===== src/rtl/ocx_tlx_data_flit_sched_if.sv =====
// Handshake and status bundle between the TLX control path and the data-flit scheduler.
interface ocx_tlx_data_flit_sched_if #(
    parameter int unsigned DESC_DEPTH = 8
);
    localparam int unsigned CNT_W = $clog2(DESC_DEPTH) + 1;

    logic             desc_v;
    logic [1:0]       desc_vc;
    logic [1:0]       desc_flit_cnt;
    logic             desc_cfg_hint;
    logic [3:0]       desc_cfg_offset;
    logic             data_flit_v;
    logic             data_flit_bdi;

    logic             xfer_v;
    logic [1:0]       xfer_vc;
    logic             xfer_last;
    logic             xfer_cfg_hint;
    logic [3:0]       xfer_cfg_offset;
    logic             done_vc0;
    logic             done_vc1;
    logic             done_bdi;
    logic             q_empty;
    logic             q_full;
    logic [CNT_W-1:0] q_count;
    logic             err_overflow;
    logic             err_orphan;
    logic             err_bad_len;

    modport master (
        output desc_v, desc_vc, desc_flit_cnt, desc_cfg_hint, desc_cfg_offset,
               data_flit_v, data_flit_bdi,
        input  xfer_v, xfer_vc, xfer_last, xfer_cfg_hint, xfer_cfg_offset,
               done_vc0, done_vc1, done_bdi, q_empty, q_full, q_count,
               err_overflow, err_orphan, err_bad_len
    );

    modport slave (
        input  desc_v, desc_vc, desc_flit_cnt, desc_cfg_hint, desc_cfg_offset,
               data_flit_v, data_flit_bdi,
        output xfer_v, xfer_vc, xfer_last, xfer_cfg_hint, xfer_cfg_offset,
               done_vc0, done_vc1, done_bdi, q_empty, q_full, q_count,
               err_overflow, err_orphan, err_bad_len
    );
endinterface


===== src/rtl/ocx_tlx_data_flit_sched.sv =====
// Data-flit scheduler: queues per-command descriptors in parse order and binds each
// incoming 64B data flit to the oldest open command, pulsing per-VC completion.
module ocx_tlx_data_flit_sched #(
    parameter int unsigned DESC_DEPTH = 8
) (
    input  logic                          tlx_clk,
    input  logic                          reset_n,
    ocx_tlx_data_flit_sched_if.slave      io_sched
);
    localparam int unsigned PTR_W = $clog2(DESC_DEPTH);
    localparam int unsigned CNT_W = PTR_W + 1;

    typedef struct packed {
        logic [1:0] vc;
        logic [2:0] len;
        logic       cfg_hint;
        logic [3:0] cfg_offset;
    } desc_t;

    typedef enum logic {
        S_IDLE = 1'b0,
        S_BUSY = 1'b1
    } state_t;

    desc_t            r_mem [DESC_DEPTH];
    logic [PTR_W-1:0] r_wr_ptr;
    logic [PTR_W-1:0] r_rd_ptr;
    logic [CNT_W-1:0] r_count;
    logic             r_full;
    logic             r_empty;

    state_t           r_state;
    logic [2:0]       r_remain;
    logic             r_bdi_acc;
    logic [1:0]       r_act_vc;
    logic             r_act_cfg_hint;
    logic [3:0]       r_act_cfg_offset;

    logic             r_xfer_v;
    logic [1:0]       r_xfer_vc;
    logic             r_xfer_last;
    logic             r_xfer_cfg_hint;
    logic [3:0]       r_xfer_cfg_offset;
    logic             r_done_vc0;
    logic             r_done_vc1;
    logic             r_done_bdi;
    logic             r_err_overflow;
    logic             r_err_orphan;
    logic             r_err_bad_len;

    logic [2:0]       w_len;
    logic             w_vc_ok;
    logic             w_desc_legal;
    logic             w_desc_bad;
    desc_t            w_new_desc;
    desc_t            w_head;
    logic             w_head_v;
    logic             w_idle_flit;
    logic             w_pop;
    logic             w_bypass;
    logic             w_orphan;
    logic             w_push;
    logic             w_overflow;
    logic [2:0]       w_remain_dec;
    logic             w_bdi_busy;
    logic [CNT_W-1:0] w_count_nxt;

    // dLength decode; 00 is illegal and maps to zero flits
    always_comb begin
        w_len = 3'd0;
        case (io_sched.desc_flit_cnt)
            2'b01:   w_len = 3'd1;
            2'b10:   w_len = 3'd2;
            2'b11:   w_len = 3'd4;
            default: w_len = 3'd0;
        endcase
    end

    assign w_vc_ok      = (io_sched.desc_vc == 2'b01) || (io_sched.desc_vc == 2'b10);
    assign w_desc_legal = io_sched.desc_v & (w_len != 3'd0) & w_vc_ok;
    assign w_desc_bad   = io_sched.desc_v & ~((w_len != 3'd0) & w_vc_ok);

    assign w_new_desc = '{vc:         io_sched.desc_vc,
                          len:        w_len,
                          cfg_hint:   io_sched.desc_cfg_hint,
                          cfg_offset: io_sched.desc_cfg_offset};

    // Only an IDLE flit opens a command; an empty FIFO may be bypassed by a same-cycle descriptor
    assign w_idle_flit = io_sched.data_flit_v & (r_state == S_IDLE);
    assign w_pop       = w_idle_flit & ~r_empty;
    assign w_bypass    = w_idle_flit & r_empty & w_desc_legal;
    assign w_orphan    = w_idle_flit & r_empty & ~w_desc_legal;
    assign w_head_v    = w_pop | w_bypass;
    assign w_head      = w_pop ? r_mem[r_rd_ptr] : w_new_desc;

    assign w_push     = w_desc_legal & ~w_bypass & (~r_full | w_pop);
    assign w_overflow = w_desc_legal & ~w_bypass & r_full & ~w_pop;

    assign w_remain_dec = r_remain - 3'd1;
    assign w_bdi_busy   = r_bdi_acc | io_sched.data_flit_bdi;

    always_comb begin
        w_count_nxt = r_count;
        case ({w_push, w_pop})
            2'b10:   w_count_nxt = r_count + CNT_W'(1);
            2'b01:   w_count_nxt = r_count - CNT_W'(1);
            default: w_count_nxt = r_count;
        endcase
    end

    // Descriptor storage; contents are don't-care until written
    always_ff @(posedge tlx_clk) begin
        if (w_push) begin
            r_mem[r_wr_ptr] <= w_new_desc;
        end
    end

    // FIFO pointers and registered occupancy flags
    always_ff @(posedge tlx_clk) begin
        if (!reset_n) begin
            r_wr_ptr <= '0;
            r_rd_ptr <= '0;
            r_count  <= '0;
            r_full   <= 1'b0;
            r_empty  <= 1'b1;
        end else begin
            if (w_push) begin
                r_wr_ptr <= r_wr_ptr + PTR_W'(1);
            end
            if (w_pop) begin
                r_rd_ptr <= r_rd_ptr + PTR_W'(1);
            end
            r_count <= w_count_nxt;
            r_full  <= (w_count_nxt == CNT_W'(DESC_DEPTH));
            r_empty <= (w_count_nxt == '0);
        end
    end

    // Sticky error flags
    always_ff @(posedge tlx_clk) begin
        if (!reset_n) begin
            r_err_overflow <= 1'b0;
            r_err_orphan   <= 1'b0;
            r_err_bad_len  <= 1'b0;
        end else begin
            r_err_overflow <= r_err_overflow | w_overflow;
            r_err_orphan   <= r_err_orphan | w_orphan;
            r_err_bad_len  <= r_err_bad_len | w_desc_bad;
        end
    end

    // Flit-binding FSM with registered transfer and completion outputs
    always_ff @(posedge tlx_clk) begin
        if (!reset_n) begin
            r_state           <= S_IDLE;
            r_remain          <= 3'd0;
            r_bdi_acc         <= 1'b0;
            r_act_vc          <= 2'b00;
            r_act_cfg_hint    <= 1'b0;
            r_act_cfg_offset  <= 4'h0;
            r_xfer_v          <= 1'b0;
            r_xfer_vc         <= 2'b00;
            r_xfer_last       <= 1'b0;
            r_xfer_cfg_hint   <= 1'b0;
            r_xfer_cfg_offset <= 4'h0;
            r_done_vc0        <= 1'b0;
            r_done_vc1        <= 1'b0;
            r_done_bdi        <= 1'b0;
        end else begin
            r_xfer_v          <= 1'b0;
            r_xfer_vc         <= 2'b00;
            r_xfer_last       <= 1'b0;
            r_xfer_cfg_hint   <= 1'b0;
            r_xfer_cfg_offset <= 4'h0;
            r_done_vc0        <= 1'b0;
            r_done_vc1        <= 1'b0;
            r_done_bdi        <= 1'b0;

            case (r_state)
                S_IDLE: begin
                    if (w_head_v) begin
                        r_act_vc          <= w_head.vc;
                        r_act_cfg_hint    <= w_head.cfg_hint;
                        r_act_cfg_offset  <= w_head.cfg_offset;
                        r_xfer_v          <= 1'b1;
                        r_xfer_vc         <= w_head.vc;
                        r_xfer_cfg_hint   <= w_head.cfg_hint;
                        r_xfer_cfg_offset <= w_head.cfg_offset;
                        r_bdi_acc         <= io_sched.data_flit_bdi;
                        r_remain          <= w_head.len - 3'd1;
                        if (w_head.len == 3'd1) begin
                            r_xfer_last <= 1'b1;
                            r_done_vc0  <= w_head.vc[0];
                            r_done_vc1  <= w_head.vc[1];
                            r_done_bdi  <= io_sched.data_flit_bdi;
                        end else begin
                            r_state <= S_BUSY;
                        end
                    end
                end
                S_BUSY: begin
                    if (io_sched.data_flit_v) begin
                        r_xfer_v          <= 1'b1;
                        r_xfer_vc         <= r_act_vc;
                        r_xfer_cfg_hint   <= r_act_cfg_hint;
                        r_xfer_cfg_offset <= r_act_cfg_offset;
                        r_remain          <= w_remain_dec;
                        r_bdi_acc         <= w_bdi_busy;
                        if (w_remain_dec == 3'd0) begin
                            r_xfer_last <= 1'b1;
                            r_done_vc0  <= r_act_vc[0];
                            r_done_vc1  <= r_act_vc[1];
                            r_done_bdi  <= w_bdi_busy;
                            r_state     <= S_IDLE;
                        end
                    end
                end
                default: r_state <= S_IDLE;
            endcase
        end
    end

    assign io_sched.xfer_v          = r_xfer_v;
    assign io_sched.xfer_vc         = r_xfer_vc;
    assign io_sched.xfer_last       = r_xfer_last;
    assign io_sched.xfer_cfg_hint   = r_xfer_cfg_hint;
    assign io_sched.xfer_cfg_offset = r_xfer_cfg_offset;
    assign io_sched.done_vc0        = r_done_vc0;
    assign io_sched.done_vc1        = r_done_vc1;
    assign io_sched.done_bdi        = r_done_bdi;
    assign io_sched.q_empty         = r_empty;
    assign io_sched.q_full          = r_full;
    assign io_sched.q_count         = r_count;
    assign io_sched.err_overflow    = r_err_overflow;
    assign io_sched.err_orphan      = r_err_orphan;
    assign io_sched.err_bad_len     = r_err_bad_len;

endmodule


===== src/flat_wrapper.sv =====
// flat-port wrapper written by rule: the top's interface ports become plain ports
module ocx_tlx_data_flit_sched_flat 
#(
    parameter int unsigned DESC_DEPTH = 8
)
  (tlx_clk, reset_n, io_sched_desc_v, io_sched_desc_vc, io_sched_desc_flit_cnt, io_sched_desc_cfg_hint, io_sched_desc_cfg_offset, io_sched_data_flit_v, io_sched_data_flit_bdi, io_sched_xfer_v, io_sched_xfer_vc, io_sched_xfer_last, io_sched_xfer_cfg_hint, io_sched_xfer_cfg_offset, io_sched_done_vc0, io_sched_done_vc1, io_sched_done_bdi, io_sched_q_empty, io_sched_q_full, io_sched_q_count, io_sched_err_overflow, io_sched_err_orphan, io_sched_err_bad_len);
  ocx_tlx_data_flit_sched_if #(.DESC_DEPTH(DESC_DEPTH)) io_sched_i ();
  input  logic tlx_clk;
  input  logic reset_n;
  input wire logic [$bits(io_sched_i.desc_v)-1:0] io_sched_desc_v;
  input wire logic [$bits(io_sched_i.desc_vc)-1:0] io_sched_desc_vc;
  input wire logic [$bits(io_sched_i.desc_flit_cnt)-1:0] io_sched_desc_flit_cnt;
  input wire logic [$bits(io_sched_i.desc_cfg_hint)-1:0] io_sched_desc_cfg_hint;
  input wire logic [$bits(io_sched_i.desc_cfg_offset)-1:0] io_sched_desc_cfg_offset;
  input wire logic [$bits(io_sched_i.data_flit_v)-1:0] io_sched_data_flit_v;
  input wire logic [$bits(io_sched_i.data_flit_bdi)-1:0] io_sched_data_flit_bdi;
  output wire logic [$bits(io_sched_i.xfer_v)-1:0] io_sched_xfer_v;
  output wire logic [$bits(io_sched_i.xfer_vc)-1:0] io_sched_xfer_vc;
  output wire logic [$bits(io_sched_i.xfer_last)-1:0] io_sched_xfer_last;
  output wire logic [$bits(io_sched_i.xfer_cfg_hint)-1:0] io_sched_xfer_cfg_hint;
  output wire logic [$bits(io_sched_i.xfer_cfg_offset)-1:0] io_sched_xfer_cfg_offset;
  output wire logic [$bits(io_sched_i.done_vc0)-1:0] io_sched_done_vc0;
  output wire logic [$bits(io_sched_i.done_vc1)-1:0] io_sched_done_vc1;
  output wire logic [$bits(io_sched_i.done_bdi)-1:0] io_sched_done_bdi;
  output wire logic [$bits(io_sched_i.q_empty)-1:0] io_sched_q_empty;
  output wire logic [$bits(io_sched_i.q_full)-1:0] io_sched_q_full;
  output wire logic [$bits(io_sched_i.q_count)-1:0] io_sched_q_count;
  output wire logic [$bits(io_sched_i.err_overflow)-1:0] io_sched_err_overflow;
  output wire logic [$bits(io_sched_i.err_orphan)-1:0] io_sched_err_orphan;
  output wire logic [$bits(io_sched_i.err_bad_len)-1:0] io_sched_err_bad_len;
  assign io_sched_i.desc_v = io_sched_desc_v;
  assign io_sched_i.desc_vc = io_sched_desc_vc;
  assign io_sched_i.desc_flit_cnt = io_sched_desc_flit_cnt;
  assign io_sched_i.desc_cfg_hint = io_sched_desc_cfg_hint;
  assign io_sched_i.desc_cfg_offset = io_sched_desc_cfg_offset;
  assign io_sched_i.data_flit_v = io_sched_data_flit_v;
  assign io_sched_i.data_flit_bdi = io_sched_data_flit_bdi;
  assign io_sched_xfer_v = io_sched_i.xfer_v;
  assign io_sched_xfer_vc = io_sched_i.xfer_vc;
  assign io_sched_xfer_last = io_sched_i.xfer_last;
  assign io_sched_xfer_cfg_hint = io_sched_i.xfer_cfg_hint;
  assign io_sched_xfer_cfg_offset = io_sched_i.xfer_cfg_offset;
  assign io_sched_done_vc0 = io_sched_i.done_vc0;
  assign io_sched_done_vc1 = io_sched_i.done_vc1;
  assign io_sched_done_bdi = io_sched_i.done_bdi;
  assign io_sched_q_empty = io_sched_i.q_empty;
  assign io_sched_q_full = io_sched_i.q_full;
  assign io_sched_q_count = io_sched_i.q_count;
  assign io_sched_err_overflow = io_sched_i.err_overflow;
  assign io_sched_err_orphan = io_sched_i.err_orphan;
  assign io_sched_err_bad_len = io_sched_i.err_bad_len;
  ocx_tlx_data_flit_sched #(.DESC_DEPTH(DESC_DEPTH)) u_core (.tlx_clk(tlx_clk), .reset_n(reset_n), .io_sched(io_sched_i));
endmodule

===== config.mk =====
export PLATFORM = sky130hd
export DESIGN_NAME = ocx_tlx_data_flit_sched_flat
export DESIGN_NICKNAME = d
export VERILOG_FILES = /design/src/rtl/ocx_tlx_data_flit_sched_if.sv /design/src/rtl/ocx_tlx_data_flit_sched.sv /design/src/flat_wrapper.sv
export SDC_FILE = /design/constraint.sdc
export NUM_CORES = 1
export LEC_CHECK = 0
export CELL_PAD_IN_SITES_DETAIL_PLACEMENT = 1
export CELL_PAD_IN_SITES_GLOBAL_PLACEMENT = 1
export CORE_MARGIN = 5
export CORE_UTILIZATION = 45
export CTS_CLUSTER_DIAMETER = 150
export CTS_CLUSTER_SIZE = 10
export DETAILED_ROUTE_END_ITERATION = 8
export DONT_BUFFER_PORTS = 1
export HOLD_SLACK_MARGIN = 0.02
export PLACE_DENSITY = 0.73
export SLEW_MARGIN = 20
export SYNTH_ARGS = -nofsm -noshare
export SYNTH_HDL_FRONTEND = slang
export SYNTH_SLANG_ARGS = --single-unit

===== constraint.sdc =====
create_clock -name tlx_clk -period 3.81 [get_ports tlx_clk]
set_clock_uncertainty 0.15 [all_clocks]
set_input_delay 0 -clock tlx_clk [delete_from_list [all_inputs] [get_ports tlx_clk]]
set_output_delay 0 -clock tlx_clk [all_outputs]
set_load 0.02 [all_outputs]

==> impl_metrics.yaml <==
min_path:
  hold_path.class: "in2reg"
pwr:
  ir_drop_uv: 356
  p_leak_uw: 0.00206
  powerDensity_mw_per_mm2: 620
place:
  hpwl_um: 7440
  port_buffers: 0
  gp_congestion: 0.772
  pre_cts_ws_ps: 1070
  placed_area_sq_mm: 0.00525
worst_setup_path:
  endpoint_kind: "flip-flop"
  path_max_fanout: 13
  critical_path_class: "in2reg"
  arrival_ps: 3260
  worstSetupStartpointType: "input pin"
  required_ps: 3960
logic_synthesis:
  synth_ff_type: "edfxtp_1"
  synth_common_cells: "edfxtp_1 (80), dfxtp_1 (42), nor2_1 (31)"
  synth.largest_area_cell: "edfxtp_1"
  synth.most_common_cell: "edfxtp_1"
  async_reset_ff_frac: 0
  syn_area_per_cell_sq_um: 14.0
  yosysWarnings: 0
  syn_nets: 389
  synth-edff-count: 80
  ys_seq_area_frac: 0.632
  synth_top_area_share: 0.468
  synthTopCellsByArea: "edfxtp_1 (47%), dfxtp_1 (16%), mux2i_1 (4.5%)"
  synth_seq_cells: 122
  synth.distinct_cells: 56
  netlist_instances: 366
  syn_area_sq_mm: 0.00513
global_routing:
  grt_first_pass_wirelength_um: 18800
  grt_pass1_vias: 3357
  antenna_found_initial: 0
  grt_use_total: 0.189
  grt_max_degree: 23
  grt-ovfl-total: 0
timing:
  setup_ws_ps: 701
  slew_headroom: 0.483
  worstMarginPinSlew_ps: 773
  final.setup.tns_ps: 0
  fin_crit_ps: 3110
  setup_viol: 0
  rsz0062_at_grt: "no"
  clock.fmax_mhz: 322
  finalMaxSlewViolations: 0
  final.period_utilization: 0.816
  hold_viol_final: 0
  holdWs_ps: 49.9
cts:
  path_clk_slew_ps: 50
  cts.root.buffer_cell: "clkbuf_16"
  cts_buffers: 17
  clk_latency_ps: 420
  cts_buffer_depth: 2
  tritoncts: "built"
  cts_sinks: 122
  cts-htree-levels: 4
die:
  start_util: 0.455
  die_w_um: 117
  core_sq_mm: 0.0113
  die_h_um: 117
  ios: 35
  die-area_sq_mm: 0.0136
  rows: 39
drt:
  wl_um: 11900
  route.vias.total: 3109
  drt.antenna.violating_nets: 0
  drt_iter0_drc: 241
  viasPerCell: 5.66
  dr.pass1.iters: 4
  post_drt_wl_per_cell_um: 21.7
  drc_errors: 0
outcome:
  status: "finished clean"
cells_and_area:
  antenna_cells: 0
  seq_area_sq_mm: 0.00324
  design_area_sq_mm: 0.00597
  multi_input_comb_area_sq_mm: 0.00172
  fin_nets: 416
  drive_above_1_share: 0.160
  syn2layout_area_growth_pct: 16.4
  final_util: 0.530
  n_fill_cell: 1094
flow_run:
  maxCapViolCount: 0
[cells by family after synthesis]
kind of cell | Yosys count | synth area share
and+or+nand+nor | 97 | 0.0925
buffers and inverters | 24 | 0.0324
adders and majority gates | 9 | 0.0220
DFF | 122 | 0.632
xor gates and xnor gates | 10 | 0.0171
AOI/OAI and AO/OA | 67 | 0.0922
muxes | 37 | 0.111
[layout make-up]
class / count / area share
Sequential cell: 122 / 0.543
Inverter: 6 / 0.00461
Clock inverter: 12 / 0.0149
Multi-Input combinational cell: 220 / 0.288
Tap cell: 143 / 0.0300
Clock buffer: 20 / 0.0803
Timing Repair Buffer: 26 / 0.0390
[report_power, final]
part	total, uW	switching [uW]	leakage [uW]	internal (uW)
logic	615	367	0.000727	248
clock network	1500	587	0.000269	910
registers	1590	95.9	0.00107	1490
[flip-flops by register name (all words and copies together), names as in the netlist, 2 cells and up, named ones only]
register,flops
u_core.r_act_vc,2
u_core.io_sched.xfer_vc,2
u_core.r_rd_ptr,3
u_core.r_mem,80
u_core.r_wr_ptr,3
u_core.r_act_cfg_offset,4
u_core.io_sched.xfer_cfg_offset,4
u_core.r_remain,3
u_core.io_sched.q_count,4
[critical path: stages]
cell           delay, ps
dlygate4sd3_1        840
o22ai_2              170
nor2_2               480
nand3_2              230
ha_1                 340
xor2_1               190
ha_1                 200
a21oi_1              160
xor2_1               170
nor2_1                70
xnor2_1              150
a31o_2               260
[layer usage]
layer,vias up,track usage,share of wire
met4,0,0.0803,0.025
li1,1441,-,-
met5,-,0,0
met2,66,0.317,0.51
met1,1579,0.235,0.42
met3,23,0.0456,0.036
[path summary, 6_finish.rpt]
path,depth (start not counted),start,slack (ps),to
max,12,io_sched_desc_vc[0],700,u_core.io_sched.q_empty
min,3,io_sched_data_flit_v,50,u_core.r_remain[0]
max reg2reg,11,u_core.r_state,1020,u_core.io_sched.q_empty
min reg2reg,2,u_core.r_act_cfg_offset[2],320,u_core.r_act_cfg_offset[2]
[placed cells by master, fill, tap and decap left out, types with 5 or more instances in the layout]
| cell | instances |
|---|---|
| edfxtp_1 | 80 |
| dfxtp_1 | 42 |
| nor2_1 | 31 |
| nand2_1 | 29 |
| mux2i_1 | 23 |
| o21ai_0 | 19 |
| clkbuf_16 | 19 |
| dlygate4sd3_1 | 15 |
| a21oi_1 | 12 |
| buf_4 | 11 |
| ha_1 | 9 |
| mux4_2 | 7 |
| mux4_1 | 7 |
| a22oi_1 | 7 |
| xor2_1 | 6 |
| inv_1 | 5 |
| nor2b_1 | 5 |
| nand2b_1 | 5 |
| nand4_1 | 5 |
| a221o_1 | 5 |
| nand3_1 | 5 |
[stage by stage]
step                      instances  total power (uW)
after CTS                       549              3740
after global routing            549              3880
after detailed placement        502              2190
after floorplan                 366              2090
after global placement          502              2170
final                           549              3700
[timing repair]
item                                   CTS  global route
endpoints found under the hold margin  119             0
gates resized for setup                  0             0
setup buffers                            0             0
hold buffers                            15             0
Note: power is estimated with default switching activity, not from simulation.
